[src/rtl/mem_stage_lsu.sv]
// MEM-stage load/store unit: drives a req/ack data-memory bus, stalls the pipeline
// until ack or timeout, formats load data and forwards WB controls to MEM/WB.
//   state | meaning
//   IDLE  | no access in flight; launch request on aligned load/store
//   REQ   | request on the bus, waiting for ack or timeout
//   DONE  | result/bus error visible for one cycle, EX/MEM advances
module mem_stage_lsu #(
  parameter int TIMEOUT_CYCLES = 64
) (
  input  logic        clock__i,
  input  logic        reset_n__i,
  input  logic        MemRead__i,
  input  logic        MemWrite__i,
  input  logic [1:0]  MemSize__i,
  input  logic        MemSigned__i,
  input  logic [31:0] ALUData__i,
  input  logic [31:0] StoreData__i,
  input  logic        RegWrite__i,
  input  logic        MemToReg__i,
  input  logic [4:0]  WBReg__i,
  output logic        RegWrite__o,
  output logic        MemToReg__o,
  output logic [31:0] MemReadData__o,
  output logic [31:0] ALUData__o,
  output logic [4:0]  WBReg__o,
  output logic        Stall__o,
  output logic        Misalign__o,
  output logic        BusErr__o,
  output logic        DMemReq__o,
  output logic        DMemWe__o,
  output logic [31:0] DMemAddr__o,
  output logic [3:0]  DMemBe__o,
  output logic [31:0] DMemWData__o,
  input  logic        DMemAck__i,
  input  logic [31:0] DMemRData__i
);

  localparam int CW = $clog2(TIMEOUT_CYCLES + 1);

  typedef enum logic [1:0] {
    IDLE = 2'd0,
    REQ  = 2'd1,
    DONE = 2'd2
  } state_t;

  state_t        state_q, state_d;
  logic [CW-1:0] cnt_q;
  logic [1:0]    size_q;
  logic [1:0]    lane_q;
  logic          signed_q;
  logic [31:0]   rdata_q;
  logic          bus_err_q;

  logic          mem_op, is_half, is_word, mis, access;
  logic          stall, launch, finish_ack, finish_to, timeout_hit;
  logic [3:0]    be_st;
  logic [31:0]   wdata_st;
  logic [7:0]    ld_byte;
  logic [15:0]   ld_half;
  logic [31:0]   rdata_fmt;

  assign mem_op  = MemRead__i | MemWrite__i;
  assign is_half = (MemSize__i == 2'b01);
  assign is_word = MemSize__i[1];
  assign mis     = (is_half & ALUData__i[0]) | (is_word & (|ALUData__i[1:0]));
  assign access  = mem_op & ~mis;

  assign timeout_hit = (cnt_q == CW'(TIMEOUT_CYCLES - 1));

  // Store lanes: little-endian, data replicated across every lane of its width
  always_comb begin
    be_st    = 4'b0000;
    wdata_st = 32'h0;
    if (is_word) begin
      be_st    = 4'b1111;
      wdata_st = StoreData__i;
    end else if (is_half) begin
      be_st    = ALUData__i[1] ? 4'b1100 : 4'b0011;
      wdata_st = {2{StoreData__i[15:0]}};
    end else begin
      be_st    = 4'b0001 << ALUData__i[1:0];
      wdata_st = {4{StoreData__i[7:0]}};
    end
  end

  // Load formatting uses the size/lane latched at launch
  always_comb begin
    ld_byte   = DMemRData__i[{lane_q, 3'b000} +: 8];
    ld_half   = lane_q[1] ? DMemRData__i[31:16] : DMemRData__i[15:0];
    rdata_fmt = DMemRData__i;
    if (!size_q[1]) begin
      if (size_q[0])
        rdata_fmt = {{16{signed_q & ld_half[15]}}, ld_half};
      else
        rdata_fmt = {{24{signed_q & ld_byte[7]}}, ld_byte};
    end
  end

  always_ff @(posedge clock__i or negedge reset_n__i) begin
    if (!reset_n__i) state_q <= IDLE;
    else             state_q <= state_d;
  end

  always_comb begin
    state_d    = state_q;
    stall      = 1'b0;
    launch     = 1'b0;
    finish_ack = 1'b0;
    finish_to  = 1'b0;
    case (state_q)
      IDLE: begin
        if (access) begin
          stall   = 1'b1;
          launch  = 1'b1;
          state_d = REQ;
        end
      end
      REQ: begin
        stall = 1'b1;
        if (DMemAck__i) begin
          finish_ack = 1'b1;
          state_d    = DONE;
        end else if (timeout_hit) begin
          finish_to = 1'b1;
          state_d   = DONE;
        end
      end
      DONE:    state_d = IDLE;
      default: state_d = IDLE;
    endcase
  end

  always_ff @(posedge clock__i or negedge reset_n__i) begin
    if (!reset_n__i) begin
      DMemReq__o   <= 1'b0;
      DMemWe__o    <= 1'b0;
      DMemAddr__o  <= 32'h0;
      DMemBe__o    <= 4'h0;
      DMemWData__o <= 32'h0;
      cnt_q        <= '0;
      size_q       <= 2'b00;
      lane_q       <= 2'b00;
      signed_q     <= 1'b0;
      rdata_q      <= 32'h0;
      bus_err_q    <= 1'b0;
    end else begin
      if (launch) begin
        DMemReq__o   <= 1'b1;
        DMemWe__o    <= MemWrite__i;
        DMemAddr__o  <= {ALUData__i[31:2], 2'b00};
        DMemBe__o    <= MemWrite__i ? be_st : 4'h0;
        DMemWData__o <= MemWrite__i ? wdata_st : 32'h0;
        cnt_q        <= '0;
        size_q       <= MemSize__i;
        lane_q       <= ALUData__i[1:0];
        signed_q     <= MemSigned__i;
      end else if (state_q == REQ) begin
        if (cnt_q != {CW{1'b1}})
          cnt_q <= cnt_q + CW'(1);
        if (finish_ack) begin
          DMemReq__o <= 1'b0;
          rdata_q    <= rdata_fmt;
        end else if (finish_to) begin
          DMemReq__o <= 1'b0;
          rdata_q    <= 32'h0;
          bus_err_q  <= 1'b1;
        end
      end else if (state_q == DONE) begin
        bus_err_q <= 1'b0;
      end
    end
  end

  assign Stall__o       = stall;
  assign Misalign__o    = mem_op & mis;
  assign BusErr__o      = bus_err_q;
  assign MemReadData__o = rdata_q;
  assign RegWrite__o    = RegWrite__i & ~stall & ~Misalign__o & ~bus_err_q;
  assign MemToReg__o    = MemToReg__i;
  assign ALUData__o     = ALUData__i;
  assign WBReg__o       = WBReg__i;

endmodule

[config.mk]
export PLATFORM = sky130hd
export DESIGN_NAME = mem_stage_lsu
export DESIGN_NICKNAME = d
export VERILOG_FILES = /design/src/rtl/mem_stage_lsu.sv
export SDC_FILE = /design/constraint.sdc
export NUM_CORES = 1
export LEC_CHECK = 0
export BUFFER_PORTS_ARGS = -buffer_cell sky130_fd_sc_hd__buf_2
export CORE_UTILIZATION = 25
export DETAILED_ROUTE_END_ITERATION = 8
export PLACE_DENSITY = 0.5
export SETUP_SLACK_MARGIN = 0.4
export SLEW_MARGIN = 20
export SYNTH_ARGS = -nofsm -noshare
export SYNTH_HDL_FRONTEND = slang
export SYNTH_SLANG_ARGS = --single-unit
[constraint.sdc]
create_clock -name clock__i -period 3 [get_ports clock__i]
set_input_delay 0.75 -clock clock__i [delete_from_list [all_inputs] [get_ports clock__i]]
set_output_delay 0.75 -clock clock__i [all_outputs]
set_load 0.05 [all_outputs]
Word level (Yosys, flattened, before mapping)
Index checks and enable logic that the tools add are counted.

word-level totals
  flip-flop bits (word level) = 115
  input bits = 111
  output and inout port bits = 144
  word-level logic and storage cells = 87

cells by class
  $add $sub $neg = 1
  equal/unequal tests = 9
  shift-type cells = 2
  mux-type cells = 35
  bitwise operators = 16
  reductions and logical operators = 12

operator list
  cell                                                                   count
  32-bit two-way mux                                                     7
  32-bit by 6-bit variable part select with 8-bit output                 1
  7-bit two-way mux                                                      3
  16-bit two-way mux                                                     1
  4-bit two-way mux                                                      4
  1-bit two-way mux                                                      15
  1-bit AND                                                              9
  2-bit nonzero test                                                     4
  7-bit by 1-bit adder with 7-bit output, second input constant          1
  7-bit by 6-bit equality test with 1-bit output, second input constant  1
  7-bit != test, second input constant                                   1
  2-bit two-way mux                                                      3
  2-bit != test, second input constant                                   3
  2-bit AND reduction                                                    3
  1-bit NOT                                                              5
  2-bit by 1-bit equality test with 1-bit output, second input constant  2
  2-bit one-hot mux with 2 select lines                                  1
  4-bit AND reduction                                                    1
  1-bit by 2-bit << shifter with 4-bit output, first input constant      1
  3-bit != test, second input constant                                   1
  3-bit AND reduction                                                    1
  3-bit nonzero test                                                     1
  2-bit equality test, second input constant                             1
  2-bit zero test                                                        1
  other kinds (3)                                                        4

Longest topological paths before layout
Gate-level depths: netlist of the first run.

  depth in word-level cells = 11
  gate-level depth with buffers = 7

Worst setup path after synthesis of the first run
No wires, ideal clock.

  path type = input-to-output
  start point = input MemSize__i[1]
  end point = output RegWrite__o
  arrival = 3,577 ps
  setup slack = -1,327 ps
  stages on the path = 6
  buffers on the path = 2
  cells stage by stage = clkbuf_1 a21o_1 a2111o_1 buf_6 nand2_1 nor4b_1

between the ends
  word-level cells in the longest chain between the ends = 11

RTL lines
  element                                         RTL line  source
  start: declaration                              14        input logic [1:0] MemSize__i,
  2-bit by 1-bit equality test with 1-bit output  63        assign is_half = (MemSize__i == 2'b01);
  1-bit AND                                       65        assign mis = (is_half & ALUData__i[0]) | (is_word & (|ALUData__i[1:0]));
  1-bit OR (*)                                    65
  1-bit NOT (*)                                   66        assign access = mem_op & ~mis;
  1-bit AND (*)                                   66
  1-bit two-way mux (*)                           112       if (access) begin
  1-bit one-hot mux with 2 select lines (*)       110       case (state_q)
  via Stall__o                                    26        output logic Stall__o,
  1-bit NOT (*)                                   178       assign RegWrite__o = RegWrite__i & ~stall & ~Misalign__o & ~bus_err_q;
  1-bit AND (*) (3 in a row)                      178
  end: declaration                                21        output logic RegWrite__o,

The timed path passes the listed nets; every way through them passes the cells marked *.

Final worst setup path of the first run
  start point = input ALUData__i[1]
  end point = output RegWrite__o

between the ends
  word-level cells in the longest chain between the ends = 11

RTL lines
  element                                RTL line  source
  start: declaration                     16        input logic [31:0] ALUData__i,
  2-bit OR reduction (*)                 65
  1-bit AND (*)                          65
  1-bit OR (*)                           65
  1-bit NOT                              66
  1-bit AND                              66
  1-bit two-way mux                      112
  1-bit one-hot mux with 2 select lines  110
  1-bit NOT                              178
  1-bit AND                              178
  1-bit AND (*) (2 in a row)             178

Mark *: on every way between the ends. The rest lies on a longest branch, timed or not.

==> results of run 1 <==
[cells by family (layout without fill, tap and decap cells)]
family / after synthesis / in the layout / synth area share [%]
buf+inv: 92 / 303 / 10.49
flops: 115 / 115 / 50.15
simple gates: 227 / 227 / 16.64
mux: 42 / 42 / 7.436
fa+ha+maj: 1 / 1 / 0.2180
other cells: 1 / 3 / 0.06535
xor+xnor: 1 / 1 / 0.1527
compound gates: 110 / 110 / 14.85
[metrics by stage]
step | hold WS, ns | cell area [µm²]
after global placement | 0.4486 | 6923
after detailed placement | 0.4566 | 6923
final | 0.3823 | 7619
after global routing | 0.4250 | 7616
after floorplan | 0.4544 | 5783
after CTS | 0.3988 | 7614
[where the power goes]
group | switching [mW] | internal (mW) | leakage, nW
clock network | 0.738 | 1.50 | 0.310
logic | 2.97 | 1.01 | 2.22
registers | 0.386 | 2.13 | 1.47
[registers in the layout (all words and copies together), names as in the netlist]
name	count
DMemWe__o	1
BusErr__o	1
signed_q	1
DMemReq__o	1
size_q	2
MemReadData__o	32
cnt_q	7
DMemWData__o	32
state_q	2
DMemAddr__o	30
DMemBe__o	4
lane_q	2
[worst max-delay path: cells and delay by family]
| family | cells | cell delay (ns) |
|---|---|---|
| AOI/OAI and AO/OA | 1 | 0.48 |
| and+or+nand+nor | 3 | 0.41 |
| buffers and inverters | 2 | 0.25 |
[what timing repair did]
item                       in CTS  in global routing
gates resized for setup         7                  1
setup endpoints to repair       2                  2
pin swaps                       5                  0
buffers inserted                2                  0
[per-layer routing]
metal	GRT usage (%)	vias up	part of all wire (%)
met4	4.286	2	1.2
li1	-	2372	-
met1	18.58	2281	46
met2	22.38	152	46
met3	4.961	13	6.6
met5	0	-	0.066
[layout make-up]
type | instances | area (µm²) | area share, %
diodes | 1 | 2.502 | 0.03285
clock buffers | 20 | 446.7 | 5.863
clock inverters | 12 | 205.2 | 2.693
inverters | 14 | 52.55 | 0.6898
multi-input cells | 383 | 2300 | 30.19
flip-flops and latches | 115 | 2878 | 37.77
well taps | 285 | 356.6 | 4.681
repair buffers | 257 | 1378 | 18.08
[cell usage in the layout (no fill, tap or decap), drive strengths merged, types with 2 or more instances in the layout]
master    synthesis  layout
clkinvlp          0       2
or2               2       2
clkinv            0       5
o31ai            19      19
nand2           174     174
a21o              3       3
o21a              3       3
nor2             12      12
mux2              5       5
inv              14      14
o21ai            34      34
a22o              4       4
mux2i            37      37
a21oi             9       9
conb              1       2
nand2b            3       3
and2              5       5
dfrtp           115     115
clkbuf           13      20
and3              2       2
buf              65     257
bufinv            0       5
or3               2       2
o32ai             2       2
nand3            12      12
o2bb2ai           7       7
nand3b            2       2
nor2b             7       7
a221o            21      21
[how the worst max path moves through the flow]
stage	from	end	slack (ns)	cells after the start
global route	ALUData__i[1]	Stall__o	0.31	5
floorplan	MemSize__i[1]	RegWrite__o	0.01	6
finish	ALUData__i[1]	RegWrite__o	0.35	6
global placement	ALUData__i[0]	Stall__o	0.13	5
detailed placement	ALUData__i[0]	Stall__o	0.12	5
CTS	ALUData__i[1]	RegWrite__o	0.34	6
==> results.txt, run 1 <==
Synth Instances -> 589
Post-synth top flop -> dfrtp_1
Reg-to-Reg End -> MemReadData__o[27]$_DFFE_PN0P_
CP Max Fanout -> 3
Status -> finished, final reports clean
CTS sink count -> 115
IO Port Bufs -> 240
Final nets -> 900
Top cells by count, synth -> 174 x nand2_1, 115 x dfrtp_1, 40 x buf_4
Critical Path End Type -> output pin
CP cell instances -> buf_6 > or2_4 > a2111o_2 > nand2_8 > nor4b_4 > buf_6
Max incr delay on CP -> 0.48 ns
Gr usage total -> 14.32%
Netlist cell types -> 47
Worst hold path type -> in -> async
Initial DRC count -> 267
Slew headroom -> 50.95%
Area leader, netlist -> dfrtp_1
Antenna violations before repair -> 2
Fin crit share -> 88.21%
Inserted Clock Buffers -> 17
Final setup TNS -> 0 ns
Worst R2R Path Depth -> 4
Layout Utilization -> 33.75%
Drt pass-1 iters -> 4
Largest net degree at the start of global routing -> 104
Setup ws final -> 0.3537 ns
Peak supply drop -> 0.0003651 V
Worst-path clk slew -> 0.05 ns
Critical path launch point type -> input pin
Tmin final -> 2.646 ns
Hold Buf Count CTS -> 0
Worst Max-Slew Pin Slew -> 0.7331 ns
Fin. max-slew vios -> 0
Ys async rst share -> 100.0%
Maximum root-to-sink buffer count -> 2
RR Startpoint -> lane_q[1]$_DFFE_PN0P_
Overall power -> 8.726 mW
H-tree depth -> 4
Max Cap Violations -> 0
Post-Syn Area -> 5738 µm²
Synth top area share -> 50.15%
Seq cells post-synth -> 115
Max frequency -> 0.3779 GHz
Non-filler cells, final -> 1,087
Routability congestion estimate -> 0.7445
Starting density of the core -> 25.42%
Root buffer cell -> clkbuf_16
Layout cell share with drive strength beyond 1 -> 38.58%
Die height -> 153.5 µm
Finish-stage setup viols -> 0
Remaining DRCs -> 0
DR vias/cell -> 4.434
Gr ovfl total -> 0
Cell repeated most along the worst path -> buf_6
Slowest CP cell -> a2111o_2
Die W -> 153.5 µm
Post-Route WL -> 16.61 mm
Die ar. -> 23,560 µm²
Final ANT Viol Nets -> 0
Worst-Skew Late Latency -> 0.41 ns
Placement-stage worst setup slack -> 0.1195 ns
Vias in the first global route -> 4,644
Sequential share of the synthesized area -> 50.15%
TritonCTS clock tree -> yes
Arrival @ worst endpoint -> 1.90 ns
First-pass GRT wire length -> 26.21 mm
CP required -> 2.25 ns
Synth warn -> 0
Pleak -> 4.000 nW
Placed cell count -> 1,052
Total number of vias -> 4,820
Area contributors post-synth -> dfrtp_1 50%, nand2_1 11%, mux2i_1 6.5%
Critical path class -> in -> out
Clock Skew -> 0.009746 ns
Fillcell total -> 2,401
Syn avg cell area -> 9.742 µm²
Post-synth EDFFs -> 0
Most common cell in the netlist -> nand2_1
I/O pins -> 255
RSZ-0062 raised after global routing -> yes
Routed WL per cell -> 15.28 µm
PD cells -> 1145 nW/µm²
Total core area -> 22,570 µm²
Area growth from synthesis to layout -> 32.77%
Final-report hold violation count -> 0
Rows -> 55
R2R setup slack -> 0.84 ns
Dpl hpwl -> 11.63 mm
No activity file was read; power rests on OpenSTA's default activity.
==> run 2: changes to the inputs <==
==> constraint.sdc (replaced) <==
create_clock -name clock__i -period 3 [get_ports clock__i]
set_input_delay 0.45 -clock clock__i [delete_from_list [all_inputs] [get_ports clock__i]]
set_output_delay 0.45 -clock clock__i [all_outputs]
set_load 0.05 [all_outputs]
==> run 2 against run 1 <==
Global-route usage increased by 0.059 points. Clock skew increased by 0.0027 ns. Final cell count decreased by 0.46%. Largest power group unchanged. Sequential share of layout area increased by 0.43 points. Design area decreased by 1.1%. Worst hold slack got worse by 0.29 ns. Critical endpoint unchanged. Combinational power about the same. Flip-flop and latch count unchanged. Routed wire length decreased by 0.48%. Non-clock buffer count decreased by 4. Setup slack improved by 0.38 ns.
==> results.txt, run 2 (same netlist as run 1, synthesis figures left out) <==
Status -> finished, final reports clean
Met3 global-route usage -> 3.579% (-1.4 points)
Most frequent cells in the layout -> 238 x buf_2, 173 x nand2_1, 115 x dfrtp_1
Critical path class -> reg -> out
Maximum root-to-sink buffer count -> 2 (unchanged)
CP required -> 2.55 ns (+0.30 ns)
Reg-to-Reg End -> MemReadData__o[20]$_DFFE_PN0P_
Critical path launch point type -> flip-flop
PD cells -> 1149 nW/µm² (+0.32%)
Dpl hpwl -> 11.67 mm (+0.37%)
Number of diodes -> 0 (-1)
Die height -> 153.5 µm (unchanged)
Post-Route WL -> 16.53 mm (-0.48%)
Remaining DRCs -> 0 (unchanged)
Fin. max-slew vios -> 0 (unchanged)
Hold Buf Count CTS -> 0 (unchanged)
R2R setup slack -> 0.82 ns (-0.02 ns)
Placed cell count -> 1,050 (-0.19%)
Vias in the first global route -> 4,692 (+1.0%)
Routed WL per cell -> 15.28 µm (about the same)
Resize count post-CTS -> 0 (-7)
Int Power -> 4.518 mW (-2.6%)
Fin crit share -> 75.71% (-13 points)
Setup ws final -> 0.7288 ns (+0.3751 ns)
GRT Max-Usage Layer -> met2
Non-filler cells, final -> 1,082 (-0.46%)
Worst hold path type -> in -> async
Most common cell after layout, fill and taps aside -> buf_2
CTS sink count -> 115 (unchanged)
Post-CTS setup buffer count -> 0 (-2)
Largest net degree at the start of global routing -> 104 (unchanged)
NetSw -> 4.137 mW (+1.1%)
Layout Utilization -> 33.37% (-0.38 points)
Peak supply drop -> 0.0003504 V (-4.0%)
Starting density of the core -> 25.42% (unchanged)
Placement-stage worst setup slack -> 0.6251 ns (+0.5056 ns)
Root buffer cell -> clkbuf_16
Initial DRC count -> 218 (-18%)
Finish-stage setup viols -> 0 (unchanged)
Antenna violations before repair -> 0 (-2)
Tmin final -> 2.271 ns (-0.3751 ns)
Routability congestion estimate -> 0.7331 (-1.5%)
Worst Max-Slew Pin Slew -> 0.7923 ns (+0.05919 ns)
Final-report hold violation count -> 0 (unchanged)
Inserted Clock Buffers -> 17 (unchanged)
Drt pass-1 iters -> 4 (unchanged)
Clock Skew -> 0.01240 ns (+0.002656 ns)
H-tree depth -> 4 (unchanged)
Area growth from synthesis to layout -> 31.27%
Layout cell share with drive strength beyond 1 -> 38.27% (-0.31 points)
Clock power frac -> 25.2% (-0.4 points)
Rows -> 55 (unchanged)
Gr usage total -> 14.38% (+0.059 points)
Worst-path clk slew -> 0.06 ns (about the same)
First-pass GRT wire length -> 26.37 mm (+0.63%)
Pleak -> 3.964 nW (-0.90%)
Final setup TNS -> 0 ns (unchanged)
Sequential power share -> 29.1% (+0.3 points)
RR Startpoint -> lane_q[1]$_DFFE_PN0P_
Slew headroom -> 47.18% (-3.8 points)
Gr ovfl total -> 0 (unchanged)
Total core area -> 22,570 µm² (unchanged)
Max Cap Violations -> 0 (unchanged)
TritonCTS clock tree -> yes
Met2 usage -> 22.25% (-0.13 points)
Critical Path End Type -> output pin
IO Port Bufs -> 240 (unchanged)
Final nets -> 896 (-0.44%)
Fillcell total -> 2,373 (-1.2%)
DR vias/cell -> 4.472 (+0.86%)
GR Util met1 -> 19.25% (+0.67 points)
Worst R2R Path Depth -> 4 (unchanged)
CP Max Fanout -> 7 (+4)
Final ANT Viol Nets -> 0 (unchanged)
Total number of vias -> 4,839 (+0.39%)
Arrival @ worst endpoint -> 1.82 ns (-0.08 ns)
Die ar. -> 23,560 µm² (unchanged)
Switching share of power -> 47.80% (+0.93 points)
Worst-Skew Late Latency -> 0.42 ns (about the same)
Max frequency -> 0.4403 GHz (+17%)
RSZ-0062 raised after global routing -> no
I/O pins -> 255 (unchanged)
Combinational Power Share -> 45.7% (about the same)
Die W -> 153.5 µm (unchanged)
run 2: cell count changes in the layout (fill, tap and decap cells not counted), sizes merged:
cell / delta
buf: -4
inv: +3
diode: -1
clkinv: +1
bufinv: -1
clkbuf: -3
run 2: area by class of cell:
cell class / count / area [µm²] / area share [%]
Inverter: 14 / 52.55 / 0.6977
Clock inverter: 15 / 206.4 / 2.741
Timing Repair Buffer: 253 / 1333 / 17.69
Sequential cell: 115 / 2878 / 38.21
Multi-Input combinational cell: 383 / 2281 / 30.28
Tap cell: 285 / 356.6 / 4.734
Clock buffer: 17 / 425.4 / 5.648
run 2: power by group through the flow:
stage | logic, mW | clock network, mW | registers (mW)
detailed placement | 3.99 | 0 | 2.54
CTS | 3.99 | 2.25 | 2.53
finish | 3.95 | 2.18 | 2.52
floorplan | 1.29 | 0 | 4.30
global route | 4.19 | 2.33 | 2.61
global placement | 3.96 | 0 | 2.55
run 2: critical path, stage by stage (launching register included):
cell and delay (ns):
dfrtp_1 0.48, nand2b_2 0.27, nand2_2 0.14, nor4b_4 0.34, buf_12 0.18
run 2: per-layer routing:
metal	share of wire (%)	wire length, µm
met2	46	7648
met3	4.7	785
met4	1.9	319
met1	47	7777
met5	0	0
run 2: worst max path at each step:
stage / start / end / slack (ns) / depth (start not counted)
2_1_floorplan: MemSize__i[1] / RegWrite__o / 0.41 / 6
3_3_place_gp: MemRead__i / DMemWData__o[2]$_DFFE_PN0P_ / 0.69 / 5
3_5_place_dp: MemRead__i / DMemBe__o[0]$_DFFE_PN0P_ / 0.63 / 5
4_1_cts: state_q[1]$_DFFE_PN0P_ / RegWrite__o / 0.68 / 4
5_1_grt: state_q[1]$_DFFE_PN0P_ / RegWrite__o / 0.60 / 4
6_report: state_q[1]$_DFFE_PN0P_ / RegWrite__o / 0.73 / 4
run 2: stage by stage:
stage | area (µm²) | hold WS, ns | total power, mW
global placement | 6897 | 0.4463 | 6.508
finish | 7532 | 0.09039 | 8.655
CTS | 7528 | 0.1140 | 8.771
detailed placement | 6897 | 0.4562 | 6.536
floorplan | 5759 | 0.1544 | 5.599
global route | 7532 | 0.1421 | 9.133
==> run 3: changes to the inputs <==
PLACE_DENSITY = 0.51   (was 0.5)
clock period = 1.95 ns   (was 3 ns; I/O delays follow)
==> run 3 against run 2 <==
Power increased by 66%. Clock power increased by 51%. Sequential share of layout area decreased by 4.5 points. Setup slack got worse by 0.78 ns. Register-to-register slack got worse by 0.67 ns. Sequential power increased by 51%. The flow now finishes with violations (setup timing). Critical path depth increased by 1. Highest routed layer unchanged. Worst hold slack got worse by 0.017 ns. Clock skew decreased by 0.0029 ns.
==> results.txt, run 3 (same netlist as run 1, synthesis figures left out) <==
Starting density of the core -> 25.42% (unchanged)
Critical path launch point type -> flip-flop
Rows -> 55 (unchanged)
Fillcell total -> 2,309 (-2.7%)
Drt pass-1 iters -> 4 (unchanged)
Critical Path End Type -> output pin
Inserted Clock Buffers -> 17 (unchanged)
Final-report hold violation count -> 0 (unchanged)
Tmin final -> 1.997 ns
Total number of vias -> 5,063 (+4.6%)
Worst-path clk slew -> 0.05 ns (about the same)
Die height -> 153.5 µm (unchanged)
Worst Hold Path Cells -> 3
Post-Route WL -> 18.71 mm (+13%)
Pleak -> 4.422 nW (+12%)
Hold path startpoint -> MemSigned__i
Fin. max-slew vios -> 0 (unchanged)
Max frequency -> 0.5009 GHz
Placed cell count -> 1,068 (+1.7%)
Dpl hpwl -> 12.04 mm (+3.1%)
Reg-to-Reg End -> DMemWData__o[9]$_DFFE_PN0P_
RSZ-0062 raised after global routing -> yes
CP Max Fanout -> 5 (-2)
Routability congestion estimate -> 0.7713 (+5.2%)
CP required -> 1.66 ns (-0.89 ns)
Gr usage total -> 14.94% (+0.56 points)
Placed inst area -> 7134 µm² (+3.4%)
Most frequent cells in the layout -> 234 x buf_2, 166 x nand2_1, 113 x dfrtp_1
Hold path endpoint -> signed_q$_DFFE_PN0P_
Max Cap Violations -> 0 (unchanged)
Largest net degree at the start of global routing -> 50 (-52%)
Failing checks -> setup timing
Setup ws final -> -0.04655 ns (-0.7753 ns)
First-pass GRT wire length -> 27.23 mm (+3.3%)
Final ANT Viol Nets -> 0 (unchanged)
Arrival @ worst endpoint -> 1.70 ns (-0.12 ns)
Total core area -> 22,570 µm² (unchanged)
Die ar. -> 23,560 µm² (unchanged)
Remaining DRCs -> 0 (unchanged)
RR Startpoint -> state_q[1]$_DFFE_PN0P_
Antenna violations before repair -> 1 (+1)
Max incr delay on CP -> 0.47 ns (about the same)
Clock Skew -> 0.009527 ns (-0.002876 ns)
CP cell instances -> buf_6 > a2111o_2 > nand2_8 > nor4b_4 > buf_12
Top Family by Delay on Critical Path -> compound AO/OA/AOI/OAI gates
Slew headroom -> 30.41% (-17 points)
PD cells -> 1677 nW/µm² (+46%)
Status -> complete, but fails checks
Layout cell share with drive strength beyond 1 -> 46.64% (+8.4 points)
Top routing layer in use -> met4
H-tree depth -> 4 (unchanged)
Met1 wire length -> 8.367 mm (+7.6%)
Non-filler cells, final -> 1,135 (+4.9%)
Finish-stage setup viols -> 1 (+1)
CTS sink count -> 115 (unchanged)
Worst path bufs/invs -> 2 (+1)
Worst hold path type -> in -> reg
Die W -> 153.5 µm (unchanged)
Fin crit share -> 102.4%
R2R setup slack -> 0.15 ns (-0.67 ns)
Peak supply drop -> 0.0006419 V (+83%)
Area growth from synthesis to layout -> 49.06%
DR vias/cell -> 4.461 (-0.26%)
Met2 WL -> 9.170 mm (+20%)
Critical path class -> reg -> out
Root buffer cell -> clkbuf_16
Worst R2R Path Depth -> 6 (+2)
Maximum root-to-sink buffer count -> 2 (unchanged)
I/O pins -> 255 (unchanged)
TritonCTS clock tree -> yes
Most common cell after layout, fill and taps aside -> buf_2
Routed WL per cell -> 16.48 µm (+7.9%)
Met3 wire length -> 881 µm (+12%)
IO Port Bufs -> 240 (unchanged)
Initial DRC count -> 196 (-10%)
Worst-Skew Late Latency -> 0.42 ns (about the same)
Final nets -> 949 (+5.9%)
Final instance area -> 8553 µm² (+14%)
Worst Max-Slew Pin Slew -> 1.043 ns (+0.2504 ns)
Vias in the first global route -> 4,919 (+4.8%)
Gr ovfl total -> 0 (unchanged)
Slowest CP cell -> a2111o_2
## run 3: worst max-delay path by stage
stage | startpoint | end | slack, ns | cells after the start
2_1_floorplan | MemSize__i[1] | RegWrite__o | -0.12 | 6
3_3_place_gp | ALUData__i[0] | DMemWData__o[30]$_DFFE_PN0P_ | 0.06 | 5
3_5_place_dp | ALUData__i[0] | DMemWData__o[17]$_DFFE_PN0P_ | 0.01 | 5
4_1_cts | state_q[1]$_DFFE_PN0P_ | RegWrite__o | -0.08 | 5
5_1_grt | state_q[1]$_DFFE_PN0P_ | RegWrite__o | -0.10 | 5
6_report | state_q[1]$_DFFE_PN0P_ | RegWrite__o | -0.05 | 5
## run 3: layout make-up
type | instances | area, µm² | share of cell area [%]
clock inverters | 11 | 158.9 | 1.858
repair buffers | 306 | 2083 | 24.36
diodes | 1 | 2.502 | 0.02926
well taps | 285 | 356.6 | 4.169
flip-flops and latches | 115 | 2880 | 33.67
inverters | 14 | 52.55 | 0.6144
multi-input cells | 383 | 2562 | 29.96
clock buffers | 20 | 456.7 | 5.339
## run 3: repair_timing
item                                    4_1_cts  5_1_grt
resized for setup                            28       60
cloned                                        1       11
hold buffers                                  1        0
endpoints found under the hold margin        31        0
buffers inserted                             13        9
pin swaps                                    10       13
endpoints found under the setup margin      110      112
## run 3: power by group
part	internal, mW	switching [mW]	leakage (nW)
clock network	2.18	1.11	0.309
registers	3.28	0.524	1.47
logic	2.25	5.00	2.65
## run 3: through the flow
step | setup slack [ns] | power, mW | TNS (ns) | hold slack (ns) | util (%)
4_1_cts | -0.08358 | 13.87 | -0.09730 | 0.05733 | 35.42
3_5_place_dp | 0.01449 | 10.26 | 0 | 0.2892 | 31.61
2_1_floorplan | -0.1226 | 8.678 | -0.1226 | -0.003091 | -
6_report | -0.04655 | 14.35 | -0.04655 | 0.07307 | 37.89
3_3_place_gp | 0.05937 | 10.22 | 0 | 0.2904 | 31.61
5_1_grt | -0.1021 | 15.11 | -0.1299 | 0.06282 | 37.89
## run 3: routing by layer
layer	up-vias	GRT usage, %
met5	-	0
met4	0	5.667
met3	19	3.805
met2	148	24.78
met1	2417	18.64
li1	2479	-
## run 3: worst min-delay path, stage by stage
cell,delay [ns]
buf_2,0.07
nand2_1,0.04
nand2_1,0.05
